[src/rtl/time_counter.sv]
// hh:mm:ss timekeeper: counts rising edges of the divided tick, with a manual set mode.
// Counts and strobes update one clk after a tick rise; no backpressure, strobes are single-cycle.
module time_counter #(
    parameter int HOURS = 24
) (
    input  logic        clk,
    input  logic        rst,
    input  logic        tick_in,
    input  logic        run,
    input  logic        inc_min,
    input  logic        inc_hr,
    output logic [5:0]  sec,
    output logic [5:0]  min,
    output logic [4:0]  hr,
    output logic [23:0] bcd_time,
    output logic        sec_pulse,
    output logic        day_pulse
);

    localparam logic [5:0] LAST_SM = 6'd59;
    localparam logic [4:0] LAST_HR = 5'(HOURS - 1);

    logic       tick_q;
    logic [5:0] sec_q, sec_d;
    logic [5:0] min_q, min_d;
    logic [4:0] hr_q, hr_d;
    logic       sec_pulse_q, sec_pulse_d;
    logic       day_pulse_q, day_pulse_d;
    logic       tick_rise;

    // tick_q resets high so a level already present at reset release is not a second.
    assign tick_rise = tick_in & ~tick_q;

    always_comb begin
        sec_d       = sec_q;
        min_d       = min_q;
        hr_d        = hr_q;
        sec_pulse_d = 1'b0;
        day_pulse_d = 1'b0;
        if (run) begin
            if (tick_rise) begin
                sec_pulse_d = 1'b1;
                if (sec_q == LAST_SM) begin
                    sec_d = 6'd0;
                    if (min_q == LAST_SM) begin
                        min_d = 6'd0;
                        if (hr_q == LAST_HR) begin
                            hr_d        = 5'd0;
                            day_pulse_d = 1'b1;
                        end else begin
                            hr_d = hr_q + 5'd1;
                        end
                    end else begin
                        min_d = min_q + 6'd1;
                    end
                end else begin
                    sec_d = sec_q + 6'd1;
                end
            end
        end else begin
            // Minute adjust clears seconds but never carries into hours.
            if (inc_min) begin
                sec_d = 6'd0;
                min_d = (min_q == LAST_SM) ? 6'd0 : min_q + 6'd1;
            end
            if (inc_hr) begin
                hr_d = (hr_q == LAST_HR) ? 5'd0 : hr_q + 5'd1;
            end
        end
    end

    always_ff @(posedge clk) begin
        if (!rst) begin
            tick_q      <= 1'b1;
            sec_q       <= 6'd0;
            min_q       <= 6'd0;
            hr_q        <= 5'd0;
            sec_pulse_q <= 1'b0;
            day_pulse_q <= 1'b0;
        end else begin
            tick_q      <= tick_in;
            sec_q       <= sec_d;
            min_q       <= min_d;
            hr_q        <= hr_d;
            sec_pulse_q <= sec_pulse_d;
            day_pulse_q <= day_pulse_d;
        end
    end

    function automatic logic [7:0] to_bcd(input logic [5:0] v);
        logic [5:0] tens;
        logic [5:0] ones;
        tens = v / 6'd10;
        ones = v % 6'd10;
        return {tens[3:0], ones[3:0]};
    endfunction

    assign sec       = sec_q;
    assign min       = min_q;
    assign hr        = hr_q;
    assign sec_pulse = sec_pulse_q;
    assign day_pulse = day_pulse_q;
    assign bcd_time  = {to_bcd({1'b0, hr_q}), to_bcd(min_q), to_bcd(sec_q)};

endmodule

[config.mk]
export PLATFORM = sky130hd
export DESIGN_NAME = time_counter
export DESIGN_NICKNAME = d
export VERILOG_FILES = /design/src/rtl/time_counter.sv
export SDC_FILE = /design/constraint.sdc
export NUM_CORES = 1
export LEC_CHECK = 0
export CAP_MARGIN = 10
export CELL_PAD_IN_SITES_DETAIL_PLACEMENT = 1
export CELL_PAD_IN_SITES_GLOBAL_PLACEMENT = 1
export CORE_MARGIN = 2
export CORE_UTILIZATION = 39
export CTS_BUF_LIST = sky130_fd_sc_hd__clkbuf_8 sky130_fd_sc_hd__clkbuf_16
export CTS_CLUSTER_SIZE = 40
export DETAILED_ROUTE_END_ITERATION = 16
export GPL_ROUTABILITY_DRIVEN = 1
export PLACE_DENSITY_LB_ADDON = 0.1
export SETUP_SLACK_MARGIN = 0.1
export SLEW_MARGIN = 20
export SYNTH_ARGS = -nofsm -noshare
export SYNTH_HDL_FRONTEND = slang
export SYNTH_SLANG_ARGS = --single-unit
[constraint.sdc]
create_clock -name clk -period 7.2 [get_ports clk]
set_clock_uncertainty 0.2 [all_clocks]
set_input_delay 1.44 -clock clk [delete_from_list [all_inputs] [get_ports clk]]
set_output_delay 1.44 -clock clk [all_outputs]
set_load 0.02 [all_outputs]
==> flow_summary.json, run 1 <==
{
  "status": "completed",
  "grt_pass1_vias": 1834,
  "postCtsHoldBufs": 0,
  "rr_worst_depth": 5,
  "tns_ps": 0,
  "clk_pin_slew_ps": 80,
  "synth_area_leader_cell": "dfxtp_1",
  "dr.pass1.iters": 4,
  "hold_path_class": "reg2reg",
  "slowest_delay_ps": 810,
  "clock-root-buffer": "clkbuf_8",
  "fin_hold_ws_ps": 349.7,
  "grt_first_pass_wirelength_mm": 8.631,
  "max_cap_violations": 0,
  "critical_path_class": "reg2out",
  "drive_gt1_frac": 0.04422,
  "irDropWorstVdd_mv": 0.1004,
  "finalSetupViolCount": 0,
  "relSlewSlack": 0.4548,
  "diodes": 0,
  "cts_max_level": 1,
  "synthCells": 269,
  "cp.arrival_ps": 3190,
  "min_from": "hr[4]",
  "postCtsSetupBuffers": 0,
  "start_util": 0.3998,
  "dpl_cell_area_mm2": 0.002406,
  "cts_buffers": 3,
  "hold_depth": 2,
  "ioPinCount": 49,
  "period_needed_ps": 4831,
  "netlist_area_mm2": 0.002016,
  "r2r_setup_slack_ps": 4770,
  "r2r-start": "sec[1]",
  "async_flop_share": 0,
  "portBuffers": 44,
  "r2r_end": "min[2]",
  "final.period_utilization": 0.6709,
  "hpwl_mm": 3.745,
  "wl_per_cell_um": 14.35,
  "crit_top_cell": "o21ai_1",
  "cts_resized": 0,
  "die-height_um": 75.89,
  "rsz0062_at_grt": "false",
  "cp_max_fo": 22,
  "grt_use_total": 0.1869,
  "worst_path_max_delay_cell": "dfxtp_1",
  "gp_congestion": 0.7763,
  "synth_seq_cells": 20,
  "drtIter0Drc": 101,
  "cellPowerDensity_mw_per_mm2": 96.15,
  "synth_flop_cell": "dfxtp_1",
  "maxSlewViolCount": 0,
  "worstSkewPairLatency_ps": 260,
  "cts_buffer_depth": 2,
  "synth.top_cell.area_share": 0.1986,
  "leakage_nw": 0.8920,
  "yosys_warnings": 0,
  "antenna_found_initial": 0,
  "syn_area_per_cell_um2": 7.493,
  "nNetsFinal": 313,
  "die_w_um": 75.89,
  "core-area_mm2": 0.005042,
  "overflow": 0,
  "crit_family": "flip-flops",
  "via_count": 2013,
  "yosys.cell_types.count": 63,
  "max_freq_mhz": 207.0,
  "syn2layout_area_growth_pct": 22.10,
  "grt_max_degree": 25,
  "design_area_mm2": 0.002461,
  "cp_cell_sequence": "nor2b_1 -> nor2_1 -> o21ai_1 -> o21ai_1 -> ha_1 -> and3b_1 -> o21ai_1 -> a21oi_1 -> a2111o_1 -> clkdlybuf4s50_1",
  "path_buf_inv": 1,
  "via_per_inst": 5.530,
  "worstPathRequired_ps": 5560,
  "cts_num_sinks": 20,
  "wl_mm": 5.222,
  "finalHoldViolations": 0,
  "synth-seq-area-share": 0.1986,
  "synth-edff-count": 0,
  "hold_end": "hr[4]",
  "worst_pin_slew_ps": 816.6,
  "start_kind": "register",
  "dieArea_mm2": 0.005759,
  "cp-end-kind": "output pin",
  "drc": 0,
  "synthTopCellsByArea": "dfxtp_1 20%, ha_1 7.4%, a21oi_1 5.5%",
  "rows": 26,
  "cts_tree": "yes",
  "drtAntennaViolNets": 0
}
[layer usage]
layer / GRT usage / part of all wire / routed length (um) / vias to the layer above
met3: 0.02778 / 0.029 / 150 / 2
met2: 0.3075 / 0.47 / 2450 / 37
met1: 0.2658 / 0.50 / 2602 / 959
li1: - / - / - / 1015
met5: 0 / 0 / 0 / -
met4: 0.02339 / 0.0034 / 18 / 0
[layout by cell type, fill, tap and decap left out, types with 7 or more instances in the layout]
cell             Yosys  layout
a21oi_1             22      22
mux2i_1              9       9
o21ai_1              9       9
nor2b_1              8       8
dfxtp_1             20      20
nand2b_1            10      10
nor2_1              27      27
ha_1                12      12
nand2_1             19      19
inv_1               11      11
clkdlybuf4s50_1      0      44
o21ai_0              7       7
[flip-flops by register name (all words and copies together), names as in the netlist]
register   cells
sec            6
day_pulse      1
hr             5
sec_pulse      1
tick_q         1
min            6
[power by group]
group | switching [mW] | internal, mW
clock network | 0.0372 | 0.0486
registers | 0.00333 | 0.113
logic | 0.0202 | 0.0146
[synth_stat cells (all sizes together), types with 2 or more instances]
cell     number
a21oi        22
a22oi         3
o22ai         4
nand4b        4
clkbuf        8
nand3b        2
nor2b         8
nand2b       11
a2111oi       2
inv          13
nand2        19
o221ai        2
o21ai        16
buf          18
xnor2         4
nor3          5
ha           12
nor2         27
o21a          2
a31oi         2
and2          3
a211oi        4
dfxtp        20
nand3         5
xor2          3
and3b         2
nor3b         2
or2           2
nor4          3
o2111ai       5
o211ai        5
o41ai         2
or4           3
mux2i         9
[metrics by stage]
| step | power, mW | setup WS, ps | utilization | std cells |
|---|---|---|---|---|
| floorplan | 0.1430 | 3387 | - | 272 |
| global placement | 0.1529 | 2777 | 0.4772 | 360 |
| detailed placement | 0.1537 | 2668 | 0.4772 | 360 |
| CTS | 0.2408 | 2375 | 0.4881 | 364 |
| global route | 0.2502 | 2131 | 0.4881 | 364 |
| finish | 0.2366 | 2369 | 0.4881 | 364 |
[worst register-to-register path, cell delays in order (launching register included)]
cell and delay [ps]:
dfxtp_1 640, ha_1 320, nand4b_4 130, o21ba_1 390, or4_1 550, a21oi_1 130
[worst max-delay path by stage]
stage	cells after the start	slack, ps	to	from
2_1_floorplan	9	3390	bcd_time[11]	min[4]
3_3_place_gp	10	2780	bcd_time[11]	min[5]
3_5_place_dp	10	2670	bcd_time[11]	min[3]
4_1_cts	10	2370	bcd_time[11]	min[5]
5_1_grt	10	2130	bcd_time[11]	min[5]
6_report	10	2370	bcd_time[11]	min[3]
[final cells by class]
class,count,area [um^2]
Fill cell,641,2581
Multi-Input combinational cell,213,1429
Timing Repair Buffer,44,440.4
Sequential cell,20,400.4
Tap cell,70,87.58
Clock buffer,4,55.05
Inverter,13,48.80
[logic make-up (layout without fill, tap and decap cells)]
group                      Yosys count  count (layout)  share of synthesized area
adders and majority gates           12              12                    0.07449
xor gates and xnor gates             7               7                    0.03042
and+or+nand+nor                    100             100                     0.2831
other                                1               4                   0.001860
buffers and inverters               39              61                    0.09808
AOI/OAI and AO/OA                   81              81                     0.2688
DFF                                 20              20                     0.1986
muxes                                9               9                    0.04469
Note: power is estimated with default switching activity, not from simulation.
==> run 2: changes to the inputs <==
- CORE_UTILIZATION: 39 -> 32
- clock period: 7.2 -> 4.1 ns (I/O delays scaled with it)
==> run 2 against run 1 <==
  * Final area increased by 3.7%
  * Global-route usage decreased by 2.2 points
  * Non-clock buffer count increased by 10
  * Clock power increased by 81%
  * Count of clock-buffer cells in the layout unchanged
  * Die area increased by 21%
  * Total power increased by 78%
  * Core utilization decreased by 6.2 points
  * Highest routed layer unchanged
  * Critical path depth unchanged
  * Critical path type unchanged
  * Sequential cell count unchanged
==> flow_summary.json, run 2 (synthesis results as in run 1) <==
{
  "status": "completed",
  "period_needed_ps": 3754,
  "dr.pass1.iters": 4,
  "relSlewSlack": 0.6655,
  "drc": 0,
  "max_freq_mhz": 266.4,
  "final.period_utilization": 0.9157,
  "start_kind": "register",
  "seq_area_um2": 406.6,
  "start_util": 0.3365,
  "via_count": 2047,
  "portBuffers": 44,
  "grt_pass1_vias": 1950,
  "die_w_um": 83.37,
  "antenna_found_initial": 0,
  "rsz0062_at_grt": "false",
  "drtAntennaViolNets": 0,
  "core-area_mm2": 0.005991,
  "drtIter0Drc": 62,
  "worstSkewPairLatency_ps": 260,
  "finalHoldViolations": 0,
  "rows": 28,
  "multi_input_area_mm2": 0.001431,
  "worstPathRequired_ps": 3080,
  "clock-root-buffer": "clkbuf_8",
  "overflow": 0,
  "cellPowerDensity_mw_per_mm2": 164.7,
  "finalSetupViolCount": 0,
  "cts_max_level": 1,
  "critical_path_class": "reg2out",
  "nNetsFinal": 323,
  "cts_num_sinks": 20,
  "grt_first_pass_wirelength_mm": 9.777,
  "postCtsHoldBufs": 0,
  "irDropWorstVdd_mv": 0.1035,
  "final_common_cell": "clkdlybuf4s50_1",
  "cts_tree": "yes",
  "min_from": "hr[4]",
  "grt_use_total": 0.1652,
  "hold_path_class": "reg2reg",
  "wl_per_cell_um": 15.13,
  "gp_congestion": 0.8396,
  "drive_gt1_frac": 0.08882,
  "syn2layout_area_growth_pct": 26.57,
  "dieArea_mm2": 0.006950,
  "hold_depth": 2,
  "via_per_inst": 5.401,
  "cts_buffer_depth": 2,
  "hpwl_mm": 4.355,
  "final_cell_mix": "44 x clkdlybuf4s50_1, 27 x nor2_1, 22 x a21oi_1",
  "clk_pin_slew_ps": 80,
  "hold_end": "hr[4]",
  "rr_worst_depth": 5,
  "r2r_end": "min[2]",
  "diodes": 0,
  "leakage_nw": 0.9477,
  "die-height_um": 83.37,
  "ioPinCount": 49,
  "max_cap_violations": 0,
  "cts_buffers": 3,
  "cp.arrival_ps": 2730,
  "tns_ps": 0,
  "cp-end-kind": "output pin",
  "cp_max_fo": 12,
  "grt_max_degree": 21,
  "wl_mm": 5.736,
  "r2r-start": "sec[1]",
  "fin_hold_ws_ps": 356.4,
  "maxSlewViolCount": 0,
  "r2r_setup_slack_ps": 1710,
  "worst_pin_slew_ps": 501.7,
  "nFillCells": 749
}
==> run 2: changes by cell type in the layout (fill, tap and decap cells not counted), sizes merged <==
cell	before	now
buf	0	10
==> run 2: stage by stage <==
stage	utilization	setup slack, ps	total power, mW	area, um^2	instances
final	0.4259	345.7	0.4203	2551	379
after floorplan	-	907.1	0.2511	2027	272
after CTS	0.4244	175.1	0.4269	2542	379
after detailed placement	0.4152	474.5	0.2711	2487	375
after global placement	0.4152	556.1	0.2704	2487	375
after global routing	0.4259	107.3	0.4443	2551	379
==> run 2: repair_timing <==
action / in CTS / in global routing
setup buffers: 0 / 0
gates resized for setup: 0 / 5
endpoints found under the setup margin: 0 / 1
==> run 2: where the power goes <==
group	switching (mW)	total, mW	internal (mW)
Combinational	0.0361	0.0625	0.0264
Clock	0.0693	0.155	0.0856
Sequential	0.00591	0.203	0.197
==> run 2: per-layer routing <==
layer	share of wire	up-vias	global-route usage
li1	-	1024	-
met1	0.50	992	0.2332
met2	0.47	29	0.2720
met3	0.024	2	0.02783
met4	0.0033	0	0.01788
met5	0	-	0
==> run 2: area by class of cell <==
cell class | count | share of cell area
clock buffer | 4 | 0.02158
inverter | 13 | 0.01913
multi-input combinational | 213 | 0.5611
sequential | 20 | 0.1594
tap | 75 | 0.03678
timing repair buffer | 54 | 0.2021
==> run 2: how the worst max path moves through the flow <==
stage	start	endpoint	slack [ps]	depth (start not counted)
after detailed placement	min[5]	bcd_time[11]	470	10
final	min[3]	bcd_time[11]	350	10
after floorplan	min[4]	bcd_time[11]	910	9
after CTS	min[5]	bcd_time[11]	180	10
after global placement	min[5]	bcd_time[11]	560	10
after global routing	min[0]	bcd_time[10]	110	7
==> run 2: worst max-delay path, cell delays in order, from the launching register on <==
cell	delay, ps
dfxtp_2	390
nand2b_1	220
nor2_1	180
o21ai_1	90
o21ai_1	80
ha_1	240
and3b_1	190
o21ai_1	130
a21oi_1	80
a2111o_1	340
clkdlybuf4s50_1	540
==> run 3: changes to the inputs <==
- CORE_MARGIN: 2 -> 3
==> run 3 against run 2 <==
  * First-iteration DRC count fell by 13%
  * Core utilization is 0.41 points lower
  * Final cell count decreased by 0.26%
  * Wire length fell by 2.7%
  * Worst setup slack got worse by 22 ps
  * Non-clock buffer count decreased by 1
  * Via count up 0.24%
  * Sequential cell count unchanged
  * Total power is 0.34% lower
  * Final area is 0.39% lower
==> flow_summary.json, run 3 (synthesis results as in run 1) <==
{
  "status": "completed",
  "via_per_inst": 5.429,
  "grt_pass1_vias": 2026,
  "hold_end": "min[4]",
  "dieArea_mm2": 0.007287,
  "final_util": 0.4217,
  "cts_num_sinks": 20,
  "syn2layout_area_growth_pct": 26.07,
  "design_area_mm2": 0.002541,
  "cts_buffers": 3,
  "min_from": "min[4]",
  "tns_ps": 0,
  "leakage_nw": 0.9411,
  "cp_max_fo": 10,
  "clock-root-buffer": "clkbuf_8",
  "die_w_um": 85.37,
  "portBuffers": 44,
  "antenna_found_initial": 0,
  "rows": 28,
  "finalHoldViolations": 0,
  "cts_max_level": 1,
  "cts_resized": 0,
  "fin_hold_ws_ps": 355.9,
  "cts_buffer_depth": 2,
  "hold_depth": 2,
  "r2r-start": "sec[1]",
  "grt_first_pass_wirelength_mm": 9.922,
  "dr.pass1.iters": 4,
  "nNetsFinal": 322,
  "relSlewSlack": 0.6700,
  "rsz0062_at_grt": "false",
  "wl_mm": 5.583,
  "drtIter0Drc": 54,
  "final_common_cell": "clkdlybuf4s50_1",
  "irDropWorstVdd_mv": 0.09144,
  "wl_per_cell_um": 14.77,
  "critical_path_class": "reg2out",
  "ioPinCount": 49,
  "drtAntennaViolNets": 0,
  "nFillCells": 754,
  "max_freq_mhz": 264.8,
  "max_cap_violations": 0,
  "worst_pin_slew_ps": 491.4,
  "final.period_utilization": 0.9211,
  "hpwl_mm": 4.160,
  "drc": 0,
  "postCtsSetupBuffers": 0,
  "worstPathRequired_ps": 3080,
  "dpl_cell_area_mm2": 0.002480,
  "overflow": 0,
  "highest-signal-layer": "met4",
  "period_needed_ps": 3776,
  "cellPowerDensity_mw_per_mm2": 164.8,
  "wl_met3_um": 180,
  "cp.arrival_ps": 2760,
  "grt_max_degree": 18,
  "finalSetupViolCount": 0,
  "hold_path_class": "reg2reg",
  "start_kind": "register",
  "drive_gt1_frac": 0.08581,
  "start_util": 0.3345,
  "r2r_setup_slack_ps": 1720,
  "via_count": 2052,
  "diodes": 0,
  "cts_tree": "yes",
  "wl_met2_mm": 2.608,
  "die-height_um": 85.37,
  "final_cell_mix": "44 x clkdlybuf4s50_1, 27 x nor2_1, 22 x a21oi_1",
  "worstSkewPairLatency_ps": 260,
  "core-area_mm2": 0.006026,
  "cp-end-kind": "output pin",
  "maxSlewViolCount": 0,
  "rr_worst_depth": 5,
  "wl_met1_mm": 2.732,
  "clk_pin_slew_ps": 70,
  "grt_use_total": 0.1623,
  "r2r_end": "min[2]",
  "postCtsHoldBufs": 0,
  "gp_congestion": 0.7788
}
[run 3: cell types whose count changed in the layout (fill, tap and decap cells not counted), sizes merged]
cell and change:
buf -1
[run 3: worst max path at each step]
| stage | start | to | cells after the start |
|---|---|---|---|
| 2_1_floorplan | min[4] | bcd_time[11] | 9 |
| 3_3_place_gp | min[5] | bcd_time[11] | 10 |
| 3_5_place_dp | sec[2] | bcd_time[3] | 8 |
| 4_1_cts | sec[2] | bcd_time[3] | 8 |
| 5_1_grt | sec[5] | bcd_time[3] | 7 |
| 6_report | min[3] | bcd_time[11] | 10 |
[run 3: area by class of cell]
type | instances | area, um^2 | area share
clock buffer | 4 | 55.05 | 0.02166
timing repair buffer | 53 | 508.0 | 0.1999
multi-input combinational | 213 | 1431 | 0.5633
tap | 75 | 93.84 | 0.03693
sequential | 20 | 404.1 | 0.1590
inverter | 13 | 48.80 | 0.01920
[run 3: stage by stage]
stage | total power, mW | cells | setup WS [ps]
after floorplan | 0.2511 | 272 | 907.1
after global placement | 0.2705 | 374 | 531.7
after detailed placement | 0.2707 | 374 | 458.3
after CTS | 0.4286 | 378 | 164.2
after global routing | 0.4414 | 378 | 120.0
final | 0.4189 | 378 | 323.7
[run 3: where the power goes]
| part | total [mW] | internal [mW] | switching, mW |
|---|---|---|---|
| combinational | 0.0622 | 0.0265 | 0.0357 |
| clock | 0.153 | 0.0856 | 0.0675 |
| sequential | 0.204 | 0.198 | 0.00586 |
[run 3: per-layer routing]
metal / vias up / global-route usage
li1: 1035 / -
met1: 976 / 0.2318
met2: 36 / 0.2571
met3: 5 / 0.02233
met4: 0 / 0.03885
met5: - / 0
[run 3: critical path, cell delays in order, from the launching register on]
cell and delay [ps]:
dfxtp_1 390, nand2b_1 240, nor2_1 170, o21ai_1 90
o21ai_1 100, ha_2 230, and3b_1 180, o21ai_1 130
a21oi_1 80, a2111o_1 350, clkdlybuf4s50_1 540
